## src/rtl/stg_wb_rq_pkg.sv

```systemverilog
// rtl/stg_wb_rq_pkg.sv - shared widths and GP source select for the writeback stage
package stg_wb_rq_pkg;

    localparam int SIZE_DATA   = 24;
    localparam int SIZE_ADDR   = 24;
    localparam int SIZE_OPC    = 6;
    localparam int SIZE_TGT_GP = 3;
    localparam int SIZE_TGT_SR = 2;
    localparam int SIZE_TGT_AR = 2;

    localparam int WB_RQ_DEPTH = 4;

    // Which source owns the single GP write port this cycle
    typedef enum logic [1:0] {
        GP_SRC_NONE = 2'd0,
        GP_SRC_LD   = 2'd1,
        GP_SRC_Q    = 2'd2,
        GP_SRC_PIPE = 2'd3
    } gp_src_e;

endpackage

```

## src/rtl/stg_wb_rq_if.sv

```systemverilog
// rtl/stg_wb_rq_if.sv - MEM-to-WB handshake and load-return bundle
interface stg_wb_rq_if
    import stg_wb_rq_pkg::*;
#(
    parameter int DATA_W   = SIZE_DATA,
    parameter int ADDR_W   = SIZE_ADDR,
    parameter int OPC_W    = SIZE_OPC,
    parameter int GP_TGT_W = SIZE_TGT_GP,
    parameter int SR_TGT_W = SIZE_TGT_SR,
    parameter int AR_TGT_W = SIZE_TGT_AR
);
    logic                iw_valid;
    logic                ow_ready;
    logic [ADDR_W-1:0]   iw_pc;
    logic [DATA_W-1:0]   iw_instr;
    logic [OPC_W-1:0]    iw_opc;
    logic [GP_TGT_W-1:0] iw_tgt_gp;
    logic                iw_tgt_gp_we;
    logic [SR_TGT_W-1:0] iw_tgt_sr;
    logic                iw_tgt_sr_we;
    logic [AR_TGT_W-1:0] iw_tgt_ar;
    logic                iw_tgt_ar_we;
    logic [DATA_W-1:0]   iw_result;
    logic [ADDR_W-1:0]   iw_sr_result;
    logic [ADDR_W-1:0]   iw_ar_result;
    logic                iw_ld_valid;
    logic [GP_TGT_W-1:0] iw_ld_tgt;
    logic [DATA_W-1:0]   iw_ld_data;

    modport master (
        output iw_valid, iw_pc, iw_instr, iw_opc,
               iw_tgt_gp, iw_tgt_gp_we, iw_tgt_sr, iw_tgt_sr_we, iw_tgt_ar, iw_tgt_ar_we,
               iw_result, iw_sr_result, iw_ar_result,
               iw_ld_valid, iw_ld_tgt, iw_ld_data,
        input  ow_ready
    );

    modport slave (
        input  iw_valid, iw_pc, iw_instr, iw_opc,
               iw_tgt_gp, iw_tgt_gp_we, iw_tgt_sr, iw_tgt_sr_we, iw_tgt_ar, iw_tgt_ar_we,
               iw_result, iw_sr_result, iw_ar_result,
               iw_ld_valid, iw_ld_tgt, iw_ld_data,
        output ow_ready
    );

endinterface

```

## src/rtl/wb_gp_fifo.sv

```systemverilog
// rtl/wb_gp_fifo.sv - circular FIFO of displaced GP writes with per-entry targets
module wb_gp_fifo #(
    parameter int DEPTH  = 4,
    parameter int TGT_W  = 3,
    parameter int DATA_W = 24,
    parameter int CW     = $clog2(DEPTH) + 1
) (
    input  logic                        clk_i,
    input  logic                        rst_n_i,
    input  logic                        push_i,
    input  logic [TGT_W-1:0]            push_tgt_i,
    input  logic [DATA_W-1:0]           push_data_i,
    input  logic                        pop_i,
    output logic [TGT_W-1:0]            head_tgt_o,
    output logic [DATA_W-1:0]           head_data_o,
    output logic [CW-1:0]               count_o,
    output logic [DEPTH-1:0]            ent_valid_o,
    output logic [DEPTH-1:0][TGT_W-1:0] ent_tgt_o
);
    localparam int PW = $clog2(DEPTH);

    logic [PW-1:0]                head_q, head_d;
    logic [PW-1:0]                tail_q, tail_d;
    logic [CW-1:0]                count_q, count_d;
    logic [DEPTH-1:0]             valid_q, valid_d;
    logic [DEPTH-1:0][TGT_W-1:0]  tgt_q;
    logic [DEPTH-1:0][DATA_W-1:0] data_q;

    // Next-state for pointers, occupancy and valid bits; pointers wrap naturally
    always_comb begin
        head_d  = head_q;
        tail_d  = tail_q;
        valid_d = valid_q;
        if (pop_i) begin
            valid_d[head_q] = 1'b0;
            head_d          = head_q + PW'(1);
        end
        if (push_i) begin
            valid_d[tail_q] = 1'b1;
            tail_d          = tail_q + PW'(1);
        end
        count_d = count_q + CW'(push_i) - CW'(pop_i);
    end

    // Control state, cleared asynchronously so queued writes are dropped on reset
    always_ff @(posedge clk_i or negedge rst_n_i) begin
        if (!rst_n_i) begin
            head_q  <= '0;
            tail_q  <= '0;
            count_q <= '0;
            valid_q <= '0;
        end else begin
            head_q  <= head_d;
            tail_q  <= tail_d;
            count_q <= count_d;
            valid_q <= valid_d;
        end
    end

    // Payload storage needs no reset; the valid bits qualify it
    always_ff @(posedge clk_i) begin
        if (push_i) begin
            tgt_q[tail_q]  <= push_tgt_i;
            data_q[tail_q] <= push_data_i;
        end
    end

    assign head_tgt_o  = tgt_q[head_q];
    assign head_data_o = data_q[head_q];
    assign count_o     = count_q;
    assign ent_valid_o = valid_q;
    assign ent_tgt_o   = tgt_q;

endmodule

```

## src/rtl/stg_wb_rq.sv

```systemverilog
// rtl/stg_wb_rq.sv - writeback stage with GP retire queue behind a load-return port
module stg_wb_rq
    import stg_wb_rq_pkg::*;
#(
    parameter int DATA_W   = SIZE_DATA,
    parameter int ADDR_W   = SIZE_ADDR,
    parameter int OPC_W    = SIZE_OPC,
    parameter int GP_TGT_W = SIZE_TGT_GP,
    parameter int SR_TGT_W = SIZE_TGT_SR,
    parameter int AR_TGT_W = SIZE_TGT_AR,
    parameter int DEPTH    = WB_RQ_DEPTH
) (
    input  logic                       iw_clk,
    input  logic                       iw_rst_n,
    stg_wb_rq_if.slave                 mem,
    output logic [GP_TGT_W-1:0]        ow_gp_write_addr,
    output logic [DATA_W-1:0]          ow_gp_write_data,
    output logic                       ow_gp_write_enable,
    output logic [SR_TGT_W-1:0]        ow_sr_write_addr,
    output logic [ADDR_W-1:0]          ow_sr_write_data,
    output logic                       ow_sr_write_enable,
    output logic [AR_TGT_W-1:0]        ow_ar_write_addr,
    output logic [ADDR_W-1:0]          ow_ar_write_data,
    output logic                       ow_ar_write_enable,
    output logic [2**GP_TGT_W-1:0]     ow_gp_pend,
    output logic [$clog2(DEPTH):0]     ow_q_count,
    output logic                       ow_retire_valid,
    output logic [ADDR_W-1:0]          ow_pc,
    output logic [DATA_W-1:0]          ow_instr,
    output logic [OPC_W-1:0]           ow_opc,
    output logic [GP_TGT_W-1:0]        ow_tgt_gp,
    output logic [SR_TGT_W-1:0]        ow_tgt_sr,
    output logic [DATA_W-1:0]          ow_result
);
    localparam int CW = $clog2(DEPTH) + 1;

    logic                          accept;
    logic                          q_push;
    logic                          q_pop;
    logic [CW-1:0]                 q_count;
    logic [GP_TGT_W-1:0]           q_head_tgt;
    logic [DATA_W-1:0]             q_head_data;
    logic [DEPTH-1:0]              q_ent_valid;
    logic [DEPTH-1:0][GP_TGT_W-1:0] q_ent_tgt;
    gp_src_e                       gp_src;

    // Ready depends only on registered occupancy, never on iw_valid
    assign mem.ow_ready = (q_count < CW'(DEPTH)) & iw_rst_n;
    assign accept       = mem.iw_valid & mem.ow_ready;

    // GP port arbitration: load return, then oldest queued write, then direct pipe write
    always_comb begin
        gp_src = GP_SRC_NONE;
        if (mem.iw_ld_valid)
            gp_src = GP_SRC_LD;
        else if (q_count != '0)
            gp_src = GP_SRC_Q;
        else if (accept & mem.iw_tgt_gp_we)
            gp_src = GP_SRC_PIPE;
    end

    // Drive the GP port from the selected source; reset forces it idle
    always_comb begin
        ow_gp_write_addr   = '0;
        ow_gp_write_data   = '0;
        ow_gp_write_enable = 1'b0;
        case (gp_src)
            GP_SRC_LD: begin
                ow_gp_write_addr = mem.iw_ld_tgt;
                ow_gp_write_data = mem.iw_ld_data;
            end
            GP_SRC_Q: begin
                ow_gp_write_addr = q_head_tgt;
                ow_gp_write_data = q_head_data;
            end
            GP_SRC_PIPE: begin
                ow_gp_write_addr = mem.iw_tgt_gp;
                ow_gp_write_data = mem.iw_result;
            end
            default: ;
        endcase
        ow_gp_write_enable = iw_rst_n & (gp_src != GP_SRC_NONE);
    end

    // A pipe write queues whenever it cannot go straight out, keeping program order
    assign q_push = accept & mem.iw_tgt_gp_we & (mem.iw_ld_valid | (q_count != '0));
    assign q_pop  = (gp_src == GP_SRC_Q);

    wb_gp_fifo #(
        .DEPTH  (DEPTH),
        .TGT_W  (GP_TGT_W),
        .DATA_W (DATA_W),
        .CW     (CW)
    ) u_fifo (
        .clk_i       (iw_clk),
        .rst_n_i     (iw_rst_n),
        .push_i      (q_push),
        .push_tgt_i  (mem.iw_tgt_gp),
        .push_data_i (mem.iw_result),
        .pop_i       (q_pop),
        .head_tgt_o  (q_head_tgt),
        .head_data_o (q_head_data),
        .count_o     (q_count),
        .ent_valid_o (q_ent_valid),
        .ent_tgt_o   (q_ent_tgt)
    );

    assign ow_q_count = q_count;

    // Pending mask: one bit per GP register with a queued, unwritten write
    always_comb begin
        ow_gp_pend = '0;
        for (int i = 0; i < DEPTH; i++) begin
            if (q_ent_valid[i])
                ow_gp_pend[q_ent_tgt[i]] = 1'b1;
        end
    end

    // SR/AR ports are uncontended and pass straight through on accept
    assign ow_sr_write_addr   = mem.iw_tgt_sr;
    assign ow_sr_write_data   = mem.iw_sr_result;
    assign ow_sr_write_enable = accept & mem.iw_tgt_sr_we;
    assign ow_ar_write_addr   = mem.iw_tgt_ar;
    assign ow_ar_write_data   = mem.iw_ar_result;
    assign ow_ar_write_enable = accept & mem.iw_tgt_ar_we;

    // Retire record: latch on accept, pulse valid for one cycle
    always_ff @(posedge iw_clk or negedge iw_rst_n) begin
        if (!iw_rst_n) begin
            ow_retire_valid <= 1'b0;
            ow_pc           <= '0;
            ow_instr        <= '0;
            ow_opc          <= '0;
            ow_tgt_gp       <= '0;
            ow_tgt_sr       <= '0;
            ow_result       <= '0;
        end else begin
            ow_retire_valid <= accept;
            if (accept) begin
                ow_pc     <= mem.iw_pc;
                ow_instr  <= mem.iw_instr;
                ow_opc    <= mem.iw_opc;
                ow_tgt_gp <= mem.iw_tgt_gp;
                ow_tgt_sr <= mem.iw_tgt_sr;
                ow_result <= mem.iw_result;
            end
        end
    end

endmodule
```

## src/flat_wrapper.sv

```systemverilog
// flat-port wrapper written by rule: the top's interface ports become plain ports
module stg_wb_rq_flat import stg_wb_rq_pkg::*;
#(
    parameter int DATA_W   = SIZE_DATA,
    parameter int ADDR_W   = SIZE_ADDR,
    parameter int OPC_W    = SIZE_OPC,
    parameter int GP_TGT_W = SIZE_TGT_GP,
    parameter int SR_TGT_W = SIZE_TGT_SR,
    parameter int AR_TGT_W = SIZE_TGT_AR,
    parameter int DEPTH    = WB_RQ_DEPTH
)
  (iw_clk, iw_rst_n, ow_gp_write_addr, ow_gp_write_data, ow_gp_write_enable, ow_sr_write_addr, ow_sr_write_data, ow_sr_write_enable, ow_ar_write_addr, ow_ar_write_data, ow_ar_write_enable, ow_gp_pend, ow_q_count, ow_retire_valid, ow_pc, ow_instr, ow_opc, ow_tgt_gp, ow_tgt_sr, ow_result, mem_iw_valid, mem_iw_pc, mem_iw_instr, mem_iw_opc, mem_iw_tgt_gp, mem_iw_tgt_gp_we, mem_iw_tgt_sr, mem_iw_tgt_sr_we, mem_iw_tgt_ar, mem_iw_tgt_ar_we, mem_iw_result, mem_iw_sr_result, mem_iw_ar_result, mem_iw_ld_valid, mem_iw_ld_tgt, mem_iw_ld_data, mem_ow_ready);
  stg_wb_rq_if #(.DATA_W(DATA_W), .ADDR_W(ADDR_W), .OPC_W(OPC_W), .GP_TGT_W(GP_TGT_W), .SR_TGT_W(SR_TGT_W), .AR_TGT_W(AR_TGT_W)) mem_i ();
  input  logic iw_clk;
  input  logic iw_rst_n;
  output logic [GP_TGT_W-1:0] ow_gp_write_addr;
  output logic [DATA_W-1:0] ow_gp_write_data;
  output logic ow_gp_write_enable;
  output logic [SR_TGT_W-1:0] ow_sr_write_addr;
  output logic [ADDR_W-1:0] ow_sr_write_data;
  output logic ow_sr_write_enable;
  output logic [AR_TGT_W-1:0] ow_ar_write_addr;
  output logic [ADDR_W-1:0] ow_ar_write_data;
  output logic ow_ar_write_enable;
  output logic [2**GP_TGT_W-1:0] ow_gp_pend;
  output logic [$clog2(DEPTH):0] ow_q_count;
  output logic ow_retire_valid;
  output logic [ADDR_W-1:0] ow_pc;
  output logic [DATA_W-1:0] ow_instr;
  output logic [OPC_W-1:0] ow_opc;
  output logic [GP_TGT_W-1:0] ow_tgt_gp;
  output logic [SR_TGT_W-1:0] ow_tgt_sr;
  output logic [DATA_W-1:0] ow_result;
  input wire logic [$bits(mem_i.iw_valid)-1:0] mem_iw_valid;
  input wire logic [$bits(mem_i.iw_pc)-1:0] mem_iw_pc;
  input wire logic [$bits(mem_i.iw_instr)-1:0] mem_iw_instr;
  input wire logic [$bits(mem_i.iw_opc)-1:0] mem_iw_opc;
  input wire logic [$bits(mem_i.iw_tgt_gp)-1:0] mem_iw_tgt_gp;
  input wire logic [$bits(mem_i.iw_tgt_gp_we)-1:0] mem_iw_tgt_gp_we;
  input wire logic [$bits(mem_i.iw_tgt_sr)-1:0] mem_iw_tgt_sr;
  input wire logic [$bits(mem_i.iw_tgt_sr_we)-1:0] mem_iw_tgt_sr_we;
  input wire logic [$bits(mem_i.iw_tgt_ar)-1:0] mem_iw_tgt_ar;
  input wire logic [$bits(mem_i.iw_tgt_ar_we)-1:0] mem_iw_tgt_ar_we;
  input wire logic [$bits(mem_i.iw_result)-1:0] mem_iw_result;
  input wire logic [$bits(mem_i.iw_sr_result)-1:0] mem_iw_sr_result;
  input wire logic [$bits(mem_i.iw_ar_result)-1:0] mem_iw_ar_result;
  input wire logic [$bits(mem_i.iw_ld_valid)-1:0] mem_iw_ld_valid;
  input wire logic [$bits(mem_i.iw_ld_tgt)-1:0] mem_iw_ld_tgt;
  input wire logic [$bits(mem_i.iw_ld_data)-1:0] mem_iw_ld_data;
  output wire logic [$bits(mem_i.ow_ready)-1:0] mem_ow_ready;
  assign mem_i.iw_valid = mem_iw_valid;
  assign mem_i.iw_pc = mem_iw_pc;
  assign mem_i.iw_instr = mem_iw_instr;
  assign mem_i.iw_opc = mem_iw_opc;
  assign mem_i.iw_tgt_gp = mem_iw_tgt_gp;
  assign mem_i.iw_tgt_gp_we = mem_iw_tgt_gp_we;
  assign mem_i.iw_tgt_sr = mem_iw_tgt_sr;
  assign mem_i.iw_tgt_sr_we = mem_iw_tgt_sr_we;
  assign mem_i.iw_tgt_ar = mem_iw_tgt_ar;
  assign mem_i.iw_tgt_ar_we = mem_iw_tgt_ar_we;
  assign mem_i.iw_result = mem_iw_result;
  assign mem_i.iw_sr_result = mem_iw_sr_result;
  assign mem_i.iw_ar_result = mem_iw_ar_result;
  assign mem_i.iw_ld_valid = mem_iw_ld_valid;
  assign mem_i.iw_ld_tgt = mem_iw_ld_tgt;
  assign mem_i.iw_ld_data = mem_iw_ld_data;
  assign mem_ow_ready = mem_i.ow_ready;
  stg_wb_rq #(.DATA_W(DATA_W), .ADDR_W(ADDR_W), .OPC_W(OPC_W), .GP_TGT_W(GP_TGT_W), .SR_TGT_W(SR_TGT_W), .AR_TGT_W(AR_TGT_W), .DEPTH(DEPTH)) u_core (.iw_clk(iw_clk), .iw_rst_n(iw_rst_n), .mem(mem_i), .ow_gp_write_addr(ow_gp_write_addr), .ow_gp_write_data(ow_gp_write_data), .ow_gp_write_enable(ow_gp_write_enable), .ow_sr_write_addr(ow_sr_write_addr), .ow_sr_write_data(ow_sr_write_data), .ow_sr_write_enable(ow_sr_write_enable), .ow_ar_write_addr(ow_ar_write_addr), .ow_ar_write_data(ow_ar_write_data), .ow_ar_write_enable(ow_ar_write_enable), .ow_gp_pend(ow_gp_pend), .ow_q_count(ow_q_count), .ow_retire_valid(ow_retire_valid), .ow_pc(ow_pc), .ow_instr(ow_instr), .ow_opc(ow_opc), .ow_tgt_gp(ow_tgt_gp), .ow_tgt_sr(ow_tgt_sr), .ow_result(ow_result));
endmodule
```

## config.mk

```make
export PLATFORM = sky130hd
export DESIGN_NAME = stg_wb_rq_flat
export DESIGN_NICKNAME = d
export VERILOG_FILES = /design/src/rtl/stg_wb_rq_pkg.sv /design/src/rtl/stg_wb_rq_if.sv /design/src/rtl/wb_gp_fifo.sv /design/src/rtl/stg_wb_rq.sv /design/src/flat_wrapper.sv
export SDC_FILE = /design/constraint.sdc
export NUM_CORES = 1
export LEC_CHECK = 0
export ABC_AREA = 0
export CAP_MARGIN = 20
export CELL_PAD_IN_SITES_DETAIL_PLACEMENT = 0
export CELL_PAD_IN_SITES_GLOBAL_PLACEMENT = 1
export CORE_MARGIN = 2
export CORE_UTILIZATION = 33
export CTS_BUF_LIST = sky130_fd_sc_hd__clkbuf_8
export DETAILED_ROUTE_END_ITERATION = 7
export PLACE_DENSITY_LB_ADDON = 0.1
export SLEW_MARGIN = 20
export SYNTH_ARGS = -nofsm -noshare
export SYNTH_HDL_FRONTEND = slang
export SYNTH_SLANG_ARGS = --single-unit
```

## constraint.sdc

```tcl
create_clock -name iw_clk -period 3.42 [get_ports iw_clk]
set_input_delay 1.026 -clock iw_clk [delete_from_list [all_inputs] [get_ports iw_clk]]
set_output_delay 1.026 -clock iw_clk [all_outputs]
set_load 0.02 [all_outputs]
```

=== Word level (Yosys, flattened, before mapping) ===
Index checks and enable logic that the tools add are counted.

* Add/subtract/negate cells: 4
* Magnitude comparators: 13
* Eq/ne operators: 3
* Mux-type cells: 33
* Bitwise operators: 14
* Reduce and logical (&&, ||, !) cells: 8

{| class="wikitable"
|+ Operators by type and width
! kind !! number
|-
| $bwmux 96 || 1
|-
| $pmux 24 s3 || 1
|-
| $bmux 24 s2 || 1
|-
| $demux 24 s2 || 1
|-
| $mux 24 || 2
|-
| $mux 8 || 4
|-
| $or 8x8->8 || 3
|-
| $lt 3x4->1 const B || 4
|-
| $bwmux 12 || 1
|-
| $demux 1 s3 || 4
|-
| $ge 3x1->1 const B || 4
|-
| $pmux 3 s3 || 1
|-
| $mux 4 || 2
|-
| $and 1x1->1 || 7
|-
| $bmux 3 s2 || 1
|-
| $demux 3 s2 || 1
|-
| $logic_and 1x1->1 || 6
|-
| $lt 2x3->1 const B || 2
|-
| $mux 1 || 6
|-
| $mux 2 || 3
|-
| $mux 3 || 2
|-
| $add 2x1->2 const B || 2
|-
| $and 4x4->4 || 1
|-
| $demux 1 s2 || 2
|-
| 11 further kinds || 13
|}

* Bits in registers: 203
* Input bits: 167
* Output and inout port bits: 178
* Word-level logic and storage cells: 94

=== Longest topological paths before layout ===
Gate-level depths: netlist of the first run.

* Depth in word-level cells: 11
* Depth in mapped cells: 10
* Depth with buffers taken out: 9

=== Modules after synthesis ===
A second synthesis of the first run with hierarchy kept.

* Cells, all modules: 536
* Area total of the unflattened synthesis: 9,217.6 µm²

{| class="wikitable"
|+ By module, submodules not included
! module !! instances !! cells an instance !! area each (µm²)
|-
| stg_wb_rq || 1 || 345 || 4,735.8
|-
| wb_gp_fifo || 1 || 191 || 4,481.8
|}

=== Worst setup path after synthesis of the first run ===
No wires, ideal clock.

* Path kind: input port to flip-flop
* From: input port mem_iw_tgt_gp_we
* To: register u_core.u_fifo.data_q[0] (netlist name) (enable)
* Data arrival time: 2,788 ps
* Data required time: 3,009 ps
* Path slack: 221 ps
* Stages on the path: 5
* Path buffers: 2
* Cell sequence: and4b_1 -> buf_2 -> buf_4 -> nand2_1 -> nor2_1

* Word-level cells in the longest chain between the ends: 2

{| class="wikitable"
|+ RTL lines
! item !! RTL line !! source
|-
| start, declared || flat_wrapper.sv:39 || <nowiki>input wire logic [$bits(mem_i.iw_tgt_gp_we)-1:0] mem_iw_tgt_gp_we;</nowiki>
|-
| $and 1x1->1 (2 in series) || stg_wb_rq.sv:86 || <nowiki>assign q_push = accept & mem.iw_tgt_gp_we & (mem.iw_ld_valid | (q_count != '0));</nowiki>
|-
| end signal, assigned by index || wb_gp_fifo.sv:64 || <nowiki>data_q[tail_q] <= push_data_i;</nowiki>
|-
| end, declared || wb_gp_fifo.sv:27 || <nowiki>logic [DEPTH-1:0][DATA_W-1:0] data_q;</nowiki>
|}

Every way passes these cells.
A chain may end at the register's enable or synchronous reset.

=== Final worst setup path of the first run ===
* From: input port iw_rst_n
* To: output port ow_ar_write_enable

* Word-level cells in the longest chain between the ends: 3

{| class="wikitable"
|+ RTL lines
! item !! RTL line !! source
|-
| start, declared || flat_wrapper.sv:15 || <nowiki>input logic iw_rst_n;</nowiki>
|-
| $and 1x1->1 || stg_wb_rq.sv:48 || <nowiki>assign mem.ow_ready = (q_count < CW'(DEPTH)) & iw_rst_n;</nowiki>
|-
| $and 1x1->1 || stg_wb_rq.sv:49 || <nowiki>assign accept = mem.iw_valid & mem.ow_ready;</nowiki>
|-
| $and 1x1->1 || stg_wb_rq.sv:125 || <nowiki>assign ow_ar_write_enable = accept & mem.iw_tgt_ar_we;</nowiki>
|-
| end, declared || flat_wrapper.sv:24 || <nowiki>output logic ow_ar_write_enable;</nowiki>
|}

Every way passes these cells.

==> reports/qor.csv, run 1 <==
metric,value,unit
syn_nets,782,
finalCriticalPeriod,3350,ps
core.rowCount,61,
cp_slowest_cell,clkdlybuf4s50_1,
synth_top_cell_by_area,edfxtp_1,
start_util,33.4,%
finalInstanceArea,12800,sq um
grt_pass1_vias,6682,
yosysTopAreaCellShare,35.0,%
synth_area_leaders,"edfxtp_1 (35%), dfrtp_1 (26%), mux2_4 (9.6%)",
maxSlewHeadroom,51.9,%
core,27700,sq um
critPathMaxFanout,4,
yosysSeqAreaShare,60.7,%
placed_cell_area,12100,sq um
fin_crit_sh,98.1,%
grt_pass1_wl,38600,um
rrSetupSlack,700,ps
die-area,29400,sq um
setup_viol_count_final,0,
port_buffers,244,
dr.pass1.iters,4,
synth_ff_type,edfxtp_1,
synth_compound_area_share,4.70,%
tritoncts,done,
pwr_density_cell,805,nW/um^2
path_class,primary input to primary output,
yosysMostFrequentCell,edfxtp_1,
status,"complete, no violations",
synthMuxAreaShare,19.2,%
end_kind,primary output,
first_iter_violations,404,
fin_nets,1044,
gp_congestion,0.772,
cts-root-buf,clkbuf_8,
synth-xor-area-share,0.459,%
rsz0062_at_grt,no,
fp.dieH,172,um
wl_per_cell,20.1,um
cts_hold_buffers,0,
synth_commonest_cells,"edfxtp_1 (108), dfrtp_1 (95), mux2_4 (59)",
cp-start-kind,primary input,
syn_inst,604,
synth_edf_count,108,
via_per_inst,4.75,
tightest_slew,722,ps
crit_path_frequent_cell,buf_4,
maxSlewViolCount,0,
max_stage_delay,600,ps
synth-simple-area-share,5.48,%
reg2reg_from,u_core.u_fifo.count_o[2],
antenna_left,0,
layout-drive-gt1-share,29.6,%
cts_num_sinks,203,
track_usage,17.4,%
antenna_found_initial,2,
hp-class,register to register,
overflow,0,
max_cap_viol_count,0,
async_reset_ff_share,46.8,%
fmax,298,MHz
htreeDepth,2,
hold_viol,0,
cts_made_buffers,37,
synth_top_family_by_area,multiplexers,
synth_fa_ha_area_share,1.57,%
skew,15.0,ps
clock_latency,510,ps
cp-startpoint,iw_rst_n,
leakagePower,5.00,nW
worstPathCellList,"buf_4, buf_4, nor2b_4, and3_1, clkdlybuf4s50_1",
ys_ff_latch,203,
dp_hpwl,17900,um
vdd_drop_max,0.355,mV
dr_total_vias,6049,
grt_max_degree,52,
ios,345,
critical_path_arrival,2330,ps
drcViolationCount,0,
die_w,172,um
clk_pin_slew,50,ps
drt_wl_total,25600,um
netlist_area,9270,sq um
ys_types,43,
ys_warn_count,0,
syn_to_final_growth,37.9,%
clockBufferDepth,3,
hp-start,u_core.ow_instr[14],
total_power,10.3,mW
crit_required,2390,ps
avgSynthCellArea,15.3,sq um
## report_power, final
part / leakage, nW / total [mW] / internal (mW) / switching [mW]
Clock: 0.396 / 2.13 / 1.15 / 0.975
Combinational: 2.50 / 4.49 / 2.38 / 2.11
Sequential: 2.10 / 3.66 / 3.20 / 0.457
Total: 5.00 / 10.3 / 6.73 / 3.54
## cells by family (layout without fill, tap and decap cells)
kind of cell	count (synthesis)	after routing
DFF	203	203
buffers and inverters	120	410
muxes	111	111
and+or+nand+nor	102	102
AOI/OAI and AO/OA	53	53
adders and majority gates	11	11
xor gates and xnor gates	4	4
other	0	1
## layer usage
| metal | share of wire (%) | global-route usage (%) | vias up | wire, um |
|---|---|---|---|---|
| li1 | - | - | 2723 | - |
| met1 | 42 | 22.2 | 3006 | 10700 |
| met2 | 47 | 28.0 | 257 | 11900 |
| met3 | 8.9 | 5.52 | 63 | 2280 |
| met4 | 2.7 | 6.01 | 0 | 701 |
| met5 | 0 | 0 | - | 0 |
## worst max-delay path, delay by kind of cell
kind	cells	cell delay (ps)
simple gates	2	370
buf+inv	3	920
## through the flow
step	utilization, %	setup WS (ps)	hold WS, ps	setup TNS (ps)	instances
finish	46.1	65.4	509	0	1273
global route	46.1	13.0	529	0	1272
CTS	46.1	2.98	508	0	1272
detailed placement	43.8	-608	494	-15390	1203
global placement	43.8	-575	490	-15060	1203
floorplan	-	221	537	0	604
## cell type report
type	count	area, sq um
fillers	2480	14900
flip-flops and latches	203	5620
multi-input cells	281	2960
repair buffers	306	2890
clock buffers	40	551
well taps	378	473
inverters	37	139
clock inverters	27	136
diodes	1	2.50
## placed cells by master (no fill, tap or decap), types with 5 or more instances in the layout
cell type        instances
nor2b_1                  6
edfxtp_1               108
nand2b_1                 6
clkdlybuf4s50_1        211
mux4_2                  27
o221ai_1                33
clkinv_1                23
mux2_4                  59
buf_4                   62
ha_1                    10
nor2_4                   5
buf_12                   7
nand3_1                 28
buf_2                   21
clkbuf_8                40
a31oi_1                  9
nand2_1                 40
inv_1                   34
mux2_2                  25
dfrtp_1                 93
## final timing paths
| kind | cells after the start | endpoint |
|---|---|---|
| max | 5 | ow_ar_write_enable |
| min | 1 | u_core.ow_instr[14] |
| max reg2reg | 11 | u_core.u_fifo.count_o[2] |
| min reg2reg | 1 | u_core.ow_instr[14] |
| max in group asynchronous | 4 | u_core.u_fifo.head_q[0] |
| min in group asynchronous | 3 | u_core.ow_tgt_gp[0] |
## sequential cells by signal, summed over array words and instances, names as in the netlist, 3 cells and up
| register | count |
|---|---|
| u_core.ow_instr | 24 |
| u_core.ow_opc | 6 |
| u_core.ow_pc | 24 |
| u_core.ow_result | 24 |
| u_core.ow_tgt_gp | 3 |
| u_core.u_fifo.count_o | 3 |
| u_core.u_fifo.data_q | 96 |
| u_core.u_fifo.ent_tgt_o | 12 |
| u_core.u_fifo.ent_valid_o | 4 |
## repair_timing
item                                    4_1_cts  5_1_grt
buffers inserted                              1        0
resized for setup                           152        2
endpoints found under the setup margin       30        3
pin swaps                                     8        0
cloned                                        1        0
(Power assumes the default switching activity.)
==> run 2: changes to the inputs <==
CTS_CLUSTER_DIAMETER = 80   (was unset)
==> results of run 2 <==
Final layout, timing and power as in run 1 (identical DEF).
